===== src/rtl/riscv_mc_pkg.sv =====
// Shared types and encodings for the multicycle RV32I controller.
// The single-cycle controller also uses the ALU control encoding and the opcode constants.
package riscv_mc_pkg;

  typedef enum logic [3:0] {
    S_FETCH,
    S_DECODE,
    S_MEMADR,
    S_MEMREAD,
    S_MEMWB,
    S_MEMWRITE,
    S_EXECR,
    S_EXECI,
    S_ALUWB,
    S_BRANCH,
    S_JAL,
    S_TRAP
  } state_t;

  typedef enum logic [3:0] {
    ALU_ADD  = 4'b0000,
    ALU_SUB  = 4'b0001,
    ALU_AND  = 4'b0010,
    ALU_OR   = 4'b0011,
    ALU_XOR  = 4'b0100,
    ALU_SLT  = 4'b0101,
    ALU_SLL  = 4'b0110,
    ALU_SRL  = 4'b0111,
    ALU_SRA  = 4'b1000,
    ALU_SLTU = 4'b1001
  } alucontrol_t;

  localparam logic [6:0] OP_LOAD   = 7'b0000011;
  localparam logic [6:0] OP_STORE  = 7'b0100011;
  localparam logic [6:0] OP_R      = 7'b0110011;
  localparam logic [6:0] OP_I      = 7'b0010011;
  localparam logic [6:0] OP_BRANCH = 7'b1100011;
  localparam logic [6:0] OP_JAL    = 7'b1101111;

  localparam logic       ADR_PC     = 1'b0;
  localparam logic       ADR_RESULT = 1'b1;

  localparam logic [1:0] RES_ALUOUT    = 2'b00;
  localparam logic [1:0] RES_DATA      = 2'b01;
  localparam logic [1:0] RES_ALURESULT = 2'b10;

  localparam logic [1:0] SRCA_PC    = 2'b00;
  localparam logic [1:0] SRCA_OLDPC = 2'b01;
  localparam logic [1:0] SRCA_RS1   = 2'b10;

  localparam logic [1:0] SRCB_RS2  = 2'b00;
  localparam logic [1:0] SRCB_IMM  = 2'b01;
  localparam logic [1:0] SRCB_FOUR = 2'b10;

  localparam logic [1:0] IMM_I = 2'b00;
  localparam logic [1:0] IMM_S = 2'b01;
  localparam logic [1:0] IMM_B = 2'b10;
  localparam logic [1:0] IMM_J = 2'b11;

  localparam logic [1:0] ALUOP_ADD   = 2'b00;
  localparam logic [1:0] ALUOP_SUB   = 2'b01;
  localparam logic [1:0] ALUOP_FUNCT = 2'b10;

endpackage


===== src/rtl/multicycle_controller_aludec.sv =====
// ALU decoder: maps ALUOp and instruction fields onto an ALU operation.
// The single-cycle controller instantiates this same decoder.
module aludec
  import riscv_mc_pkg::*;
(
  input  logic [1:0]  aluop_i,
  input  logic [2:0]  funct3_i,
  input  logic        op5_i,
  input  logic        funct7b5_i,
  output alucontrol_t alucontrol_o
);

  always_comb begin
    alucontrol_o = ALU_ADD;
    case (aluop_i)
      ALUOP_ADD: alucontrol_o = ALU_ADD;
      ALUOP_SUB: alucontrol_o = ALU_SUB;
      ALUOP_FUNCT: begin
        case (funct3_i)
          // Only R-type can subtract; addi with imm[10] set must still add.
          3'b000:  alucontrol_o = (op5_i & funct7b5_i) ? ALU_SUB : ALU_ADD;
          3'b001:  alucontrol_o = ALU_SLL;
          3'b010:  alucontrol_o = ALU_SLT;
          3'b011:  alucontrol_o = ALU_SLTU;
          3'b100:  alucontrol_o = ALU_XOR;
          3'b101:  alucontrol_o = funct7b5_i ? ALU_SRA : ALU_SRL;
          3'b110:  alucontrol_o = ALU_OR;
          default: alucontrol_o = ALU_AND;
        endcase
      end
      default: alucontrol_o = ALU_ADD;
    endcase
  end

endmodule


===== src/rtl/multicycle_controller.sv =====
// Moore controller sequencing a shared-memory multicycle RV32I datapath.
// Every write enable is gated by reset, so asserting reset mid-instruction cannot cause a partial write.
module multicycle_controller
  import riscv_mc_pkg::*;
#(
  parameter state_t RESET_STATE = S_FETCH
) (
  input  logic       clk,
  input  logic       reset,
  input  logic [6:0] op,
  input  logic [2:0] funct3,
  input  logic       funct7b5,
  input  logic       zero,
  output logic       PCWrite,
  output logic       AdrSrc,
  output logic       MemWrite,
  output logic       IRWrite,
  output logic [1:0] ResultSrc,
  output logic [1:0] ALUSrcA,
  output logic [1:0] ALUSrcB,
  output logic [1:0] ImmSrc,
  output logic       RegWrite,
  output logic [3:0] ALUControl,
  output logic       retire,
  output logic       illegal
);

  state_t      state_q, state_d;
  logic [1:0]  aluOp;
  logic        pcUpdate, branch, irWrite, memWrite, regWrite, retireRaw, illegalRaw;
  alucontrol_t aluControl;

  always_ff @(posedge clk or negedge reset) begin
    if (!reset) state_q <= RESET_STATE;
    else        state_q <= state_d;
  end

  always_comb begin
    state_d    = state_q;
    AdrSrc     = ADR_PC;
    ResultSrc  = RES_ALUOUT;
    ALUSrcA    = SRCA_PC;
    ALUSrcB    = SRCB_RS2;
    aluOp      = ALUOP_ADD;
    pcUpdate   = 1'b0;
    branch     = 1'b0;
    irWrite    = 1'b0;
    memWrite   = 1'b0;
    regWrite   = 1'b0;
    retireRaw  = 1'b0;
    illegalRaw = 1'b0;
    case (state_q)
      S_FETCH: begin
        irWrite   = 1'b1;
        ALUSrcB   = SRCB_FOUR;
        ResultSrc = RES_ALURESULT;
        pcUpdate  = 1'b1;
        state_d   = S_DECODE;
      end
      S_DECODE: begin
        // The ALU precomputes OldPC + imm so a branch or jal finds its target in ALUOut.
        ALUSrcA = SRCA_OLDPC;
        ALUSrcB = SRCB_IMM;
        case (op)
          OP_LOAD, OP_STORE: state_d = S_MEMADR;
          OP_R:              state_d = S_EXECR;
          OP_I:              state_d = S_EXECI;
          OP_BRANCH:         state_d = (funct3[2:1] == 2'b00) ? S_BRANCH : S_TRAP;
          OP_JAL:            state_d = S_JAL;
          default:           state_d = S_TRAP;
        endcase
      end
      S_MEMADR: begin
        ALUSrcA = SRCA_RS1;
        ALUSrcB = SRCB_IMM;
        state_d = op[5] ? S_MEMWRITE : S_MEMREAD;
      end
      S_MEMREAD: begin
        AdrSrc  = ADR_RESULT;
        state_d = S_MEMWB;
      end
      S_MEMWB: begin
        ResultSrc = RES_DATA;
        regWrite  = 1'b1;
        retireRaw = 1'b1;
        state_d   = S_FETCH;
      end
      S_MEMWRITE: begin
        AdrSrc    = ADR_RESULT;
        memWrite  = 1'b1;
        retireRaw = 1'b1;
        state_d   = S_FETCH;
      end
      S_EXECR: begin
        ALUSrcA = SRCA_RS1;
        aluOp   = ALUOP_FUNCT;
        state_d = S_ALUWB;
      end
      S_EXECI: begin
        ALUSrcA = SRCA_RS1;
        ALUSrcB = SRCB_IMM;
        aluOp   = ALUOP_FUNCT;
        state_d = S_ALUWB;
      end
      S_ALUWB: begin
        regWrite  = 1'b1;
        retireRaw = 1'b1;
        state_d   = S_FETCH;
      end
      S_BRANCH: begin
        ALUSrcA   = SRCA_RS1;
        aluOp     = ALUOP_SUB;
        branch    = 1'b1;
        retireRaw = 1'b1;
        state_d   = S_FETCH;
      end
      S_JAL: begin
        // PC takes the target held in ALUOut while the ALU forms the link value OldPC + 4.
        ALUSrcA  = SRCA_OLDPC;
        ALUSrcB  = SRCB_FOUR;
        pcUpdate = 1'b1;
        state_d  = S_ALUWB;
      end
      S_TRAP: begin
        illegalRaw = 1'b1;
        state_d    = S_TRAP;
      end
      default: state_d = RESET_STATE;
    endcase
  end

  always_comb begin
    case (op)
      OP_STORE:  ImmSrc = IMM_S;
      OP_BRANCH: ImmSrc = IMM_B;
      OP_JAL:    ImmSrc = IMM_J;
      default:   ImmSrc = IMM_I;
    endcase
  end

  aludec u_aludec (
    .aluop_i      (aluOp),
    .funct3_i     (funct3),
    .op5_i        (op[5]),
    .funct7b5_i   (funct7b5),
    .alucontrol_o (aluControl)
  );

  assign ALUControl = aluControl;
  assign PCWrite    = reset & (pcUpdate | (branch & (zero ^ funct3[0])));
  assign IRWrite    = reset & irWrite;
  assign MemWrite   = reset & memWrite;
  assign RegWrite   = reset & regWrite;
  assign retire     = reset & retireRaw;
  assign illegal    = reset & illegalRaw;

endmodule


===== config.mk =====
export PLATFORM = sky130hd
export DESIGN_NAME = multicycle_controller
export DESIGN_NICKNAME = d
export VERILOG_FILES = /design/src/rtl/riscv_mc_pkg.sv /design/src/rtl/multicycle_controller_aludec.sv /design/src/rtl/multicycle_controller.sv
export SDC_FILE = /design/constraint.sdc
export NUM_CORES = 1
export LEC_CHECK = 0
export BUFFER_PORTS_ARGS = -buffer_cell sky130_fd_sc_hd__buf_2
export CAP_MARGIN = 5
export CORE_ASPECT_RATIO = 0.75
export CORE_MARGIN = 2
export CORE_UTILIZATION = 36
export CTS_CLUSTER_DIAMETER = 80
export CTS_CLUSTER_SIZE = 25
export DETAILED_ROUTE_END_ITERATION = 16
export GPL_ROUTABILITY_DRIVEN = 0
export PLACE_DENSITY = 0.71
export SKIP_LAST_GASP = 1
export SLEW_MARGIN = 25
export SYNTH_ARGS = -nofsm -noshare
export SYNTH_HDL_FRONTEND = slang
export SYNTH_HIERARCHICAL = 1
export SYNTH_SLANG_ARGS = --single-unit

===== constraint.sdc =====
create_clock -name clk -period 1.95 [get_ports clk]
set_input_delay 0.195 -clock clk [delete_from_list [all_inputs] [get_ports clk]]
set_output_delay 0.195 -clock clk [all_outputs]
set_load 0.05 [all_outputs]

* Word-level counts from Yosys, hierarchy flattened
Index checks and enable logic that the tools add are counted.
Storage, ports and cells: memories kept 0, RAM bits 0, flip-flop bits (word level) 4, word-level logic and storage cells 70, latch bits 0, output and inout bits 19, memory bits (read-only) 0, input bits 14
Cells by class: multiply operators 0, reduce and logical (&&, ||, !) cells 13, muxes and demuxes 21, $lt $le $gt $ge 0, bitwise operators 10, shift operators 0, div/mod/pow operators 0, add/subtract/negate cells 0, equal/unequal tests 25
Operator list (number):
- case mux 4 bit (7 select lines) | 1
- case mux 4 bit (6 select lines) | 1
- case mux 4 bit (5 select lines) | 1
- equality test 4 x 3 -> 1 bit (second input constant) | 4
- equality test 4 bit (second input constant) | 4
- case mux 2 bit (2 select lines) | 4
- equality test 7 x 6 -> 1 bit (second input constant) | 2
- equality test 7 bit (second input constant) | 2
- OR reduction 2 bit | 6
- equality test 3 bit (second input constant) | 3
- 2-to-1 mux 1 bit | 9
- AND 1 bit | 8
- equality test 4 x 2 -> 1 bit (second input constant) | 2
- case mux 4 bit (2 select lines) | 1
- OR reduction 4 bit | 2
- equality test 7 x 2 -> 1 bit (second input constant) | 1
- equality test 7 x 5 -> 1 bit (second input constant) | 1
- equality test 3 x 2 -> 1 bit (second input constant) | 2
- case mux 2 bit (3 select lines) | 1
- OR reduction 3 bit | 2
- equality test 4 x 1 -> 1 bit (second input constant) | 1
- logical NOT 4 bit | 1
- 2-to-1 mux 4 bit | 1
- equality test 3 x 1 -> 1 bit (second input constant) | 1
- other kinds (8) | 8

* Logic depth before layout (Yosys ltp)
depth in word-level cells 5, depth in mapped cells 7, depth with buffers taken out 6

* Cells and area by module
Netlist, hierarchy kept.
By module, submodules not included:
- multicycle_controller | cells each 68, instances 1, sequential area each 100.1 sq um, area an instance 560.5 sq um
- aludec | cells each 22, instances 1, sequential area each 0.0 sq um, area an instance 137.6 sq um

* Worst setup path after synthesis
No wires, ideal clock.
path type flip-flop to output port, start point register state_q[1], end point output ALUControl[0], data required time 1.755 ns, setup slack -0.584 ns, buffers on the path 1, arrival 2.339 ns, cell stages (with the launch flop) 6, cell sequence dfrtp_1 buf_6 and4bb_1 inv_1 ha_1 a211oi_1
On the way: cells in the longest elaborated chain, start to end 5, elaborated cells on any way between the ends 8, those cells by class eq/ne (5); mux (2); reduce/logical (1)
Ends and longest elaborated chain:
- from (decl) | RTL line multicycle_controller.sv:28 | state_t state_q, state_d;
- from (signal assigned) | RTL line multicycle_controller.sv:35 | else state_q <= state_d;
- equality test 4 x 3 -> 1 bit | RTL line multicycle_controller.sv:52 | case (state_q)
- OR reduction 2 bit (no source line)
- case mux 2 bit (2 select lines) (*) | RTL line multicycle_controller.sv:52
- named net aluOp[0] | RTL line multicycle_controller.sv:29 | logic [1:0] aluOp;
- equality test 2 bit / equality test 2 x 1 -> 1 bit (equally long branches) | RTL line multicycle_controller_aludec.sv:15 | case (aluop_i)
- case mux 4 bit (2 select lines) (*) | RTL line multicycle_controller_aludec.sv:15
- to (decl) | RTL line multicycle_controller.sv:23 | output logic [3:0] ALUControl,
The timed path passes the listed nets; every way through them passes the cells marked *.

* Worst setup path in the final report
start point register state_q[1], end point output ALUControl[2]
The elaborated chain is that of the path after synthesis.

==> impl_metrics.ini <==
[layout]
fin_util_pct = 58.7
diodes = 0
drive_above_1_share_pct = 48.5
final_nets = 148
fill_cells = 163
fin_cells = 152
largest_reg_flops = 4
top_regs = state_q (4)
largest_register = state_q
syn_to_final_growth_pct = 49.1

[sta]
final-hold-violation-count = 0
finalCritPeriodShare_pct = 104
relSlewSlack_pct = 82.4
fin_ws_ns = -0.0708
slew_violations = 0
fin_worst_skew_ns = 0.00427
rsz0062_at_grt = yes
worst_slew_pin_slew_ns = 0.264
setup_viol = 2
max_freq_mhz = 495
setup-tns-final_ns = -0.115
post-route-min-period_ns = 2.02

[cts]
clkSinkCount = 4
htree_levels = 1
clkTransAtPathRegs_ns = 0.04
root_buffer = clkbuf_4
cts_tree = yes
clockBufferDepth = 2
worstSkewPairLatency_ns = 0.23
cts_made_buffers = 3

[setup_path]
arrival_ns = 1.83
critPathLaunch = state_q[1]
cp.required_ns = 1.75
slowest_delay_ns = 0.40
rrSetupSlack_ns = 0.70
crit_chain = and4bb_1 > inv_2 > ha_4 > nand4b_1 > a21oi_4 > buf_6
cp_top_family = simple AND/OR/NAND/NOR gates
critPathMaxFanout = 3
path_class = flop to output pin
cp.depth = 6
slowest_stage = dfrtp_1
crit_buf_inv = 2
critPathLaunchType = flop
crit_path_end = ALUControl[2]
reg2reg_depth = 5
end_kind = output pin
timing.rr.start = state_q[2]
timing.rr.end = state_q[3]

[hold_path]
holdCritPathClass = input port to asynchronous set/reset pin

[yosys]
synth_area_um2 = 698
ys_seq_elements = 4
yosysSeqAreaShare_pct = 14.3
synthCells = 90
synth_warnings = 6
synth_cell_types = 42
postSynthAreaPerCell_um2 = 7.76
synth_nets = 106

[drt]
dr.pass1.iters = 4
first_iter_violations = 23
via_per_inst = 5.39
vias = 819
routed_wl_um = 2000
route.detailed.drc = 0
wire_per_inst_um = 13.2
ant_nets = 0

[run_status]
status = finished, violations left
violations = setup timing

[die]
ios = 33
row_count = 13
dieArea_mm2 = 0.00231
die_w_um = 54.9
floorplan.initialDensity_pct = 39.4
die_h_um = 42.1
coreArea_mm2 = 0.00177

[job]
max-cap-violations = 0

[power_and_ir_drop]
leakage_nw = 0.469
worst_ir_drop_vdd_mv = 1.32
power.total_w = 0.00166
power_density_mw_per_mm2 = 1600

[global_routing]
grt_use_total_pct = 17.3
grt_pass1_vias = 689
antenna_found_initial = 0
grt_pass1_wl_um = 2930
gr-total-overflow = 0
grt_max_degree = 17

[place]
placed_cells = 145
hpwlAfterDp_um = 1400
place_ws_ns = 0.0989
io_buffers = 32
layout make-up:
type	count	area (um^2)	area share, %
Timing Repair Buffer	43	263	25.2
Multi-Input combinational cell	76	611	58.7
Sequential cell	4	100	9.62
Inverter	4	17.5	1.68
Tap cell	22	27.5	2.64
Clock buffer	3	22.5	2.16
cell usage in the layout, fill, tap and decap left out, types with 2 or more instances in the layout:
cell type	n
nor3b_1	2
and2b_1	2
nand3b_1	2
clkbuf_4	4
inv_1	2
nor3b_2	2
and2_1	3
buf_2	28
nor3_1	2
nand3_1	3
and3_1	2
dfrtp_1	4
buf_6	2
ha_4	2
xor2_1	2
o21ai_1	2
nand2_1	5
nor2_1	6
nor2b_1	2
nand2b_1	3
a21oi_1	7
o21ai_0	4
buf_4	11
nor3_2	3
power by group:
group	internal, W	total (W)	switching, W
sequential	0.000123	0.000152	0.0000289
clock	0.0000689	0.000103	0.0000345
combinational	0.000465	0.00141	0.000942
total	0.000657	0.00166	0.00101
synthesized netlist by cell type, drive strengths merged:
cell	instances	area [um^2]
nor2	6	22.5
nand3b	2	15.0
o21ai	6	30.0
dfrtp	4	100
o31a	1	8.76
buf	6	57.6
xnor2	1	8.76
xor2	2	17.5
nand3	3	15.0
nor4	2	18.8
nand2	5	18.8
nor4b	1	15.0
and3	2	12.5
o211ai	1	7.51
a21oi	8	40.0
and2b	2	15.0
nand4b	1	8.76
nor2b	2	12.5
ha	2	25.0
or3	1	6.26
nand4	1	6.26
nor3b	4	35.0
o21bai	1	7.51
o32ai	1	8.76
o21a	1	7.51
and4bb	1	12.5
nor3	6	35.0
o22ai	1	6.26
mux2	1	11.3
and2	4	25.0
nand4bb	1	27.5
nand2b	3	18.8
and4b	1	10.0
inv	4	15.0
a211oi	1	7.51
a311oi	1	8.76
per-layer routing:
metal / part of all wire [%] / vias to the layer above / GRT usage (%)
met3: 7.2 / 4 / 2.14
met1: 45 / 363 / 22.7
li1: - / 416 / -
met5: 0 / - / 0
met4: 2.7 / 0 / 9.00
met2: 46 / 36 / 26.9
worst min-delay path by stage:
stage | end | slack (ns) | cells after the start
after detailed placement | state_q[0] | 0.04 | 1
after global routing | state_q[1] | 0.34 | 2
final | state_q[2] | 0.33 | 2
after CTS | state_q[2] | 0.32 | 3
after floorplan | state_q[0] | -0.10 | 0
after global placement | state_q[0] | 0.04 | 1
worst register-to-register path, stage by stage (launching register included):
cell and delay, ns:
dfrtp_1 0.36, buf_4 0.12, buf_4 0.15, and2b_1 0.20
o21ai_0 0.20, o21ai_1 0.09
repair_timing:
item,CTS,global route
endpoints found under the setup margin,3,4
buffers inserted,1,2
hold buffers,1,0
endpoints found under the hold margin,4,0
gates resized for setup,7,8
pin swaps,3,5
stage by stage:
| step | area, um^2 | hold slack (ns) |
|---|---|---|
| after CTS | 1010 | 0.320 |
| after floorplan | 749 | -0.101 |
| final | 1040 | 0.327 |
| after global placement | 932 | 0.0384 |
| after global routing | 1040 | 0.336 |
| after detailed placement | 932 | 0.0430 |
cells by family after synthesis:
logic type	count (synthesis)	share of synthesized area [%]
and+or+nand+nor	48	47.3
AOI/OAI and AO/OA	22	19.0
buffers and inverters	10	10.4
DFF	4	14.3
xor gates and xnor gates	3	3.76
adders and majority gates	2	3.58
muxes	1	1.61
Note: power is estimated with default switching activity, not from simulation.
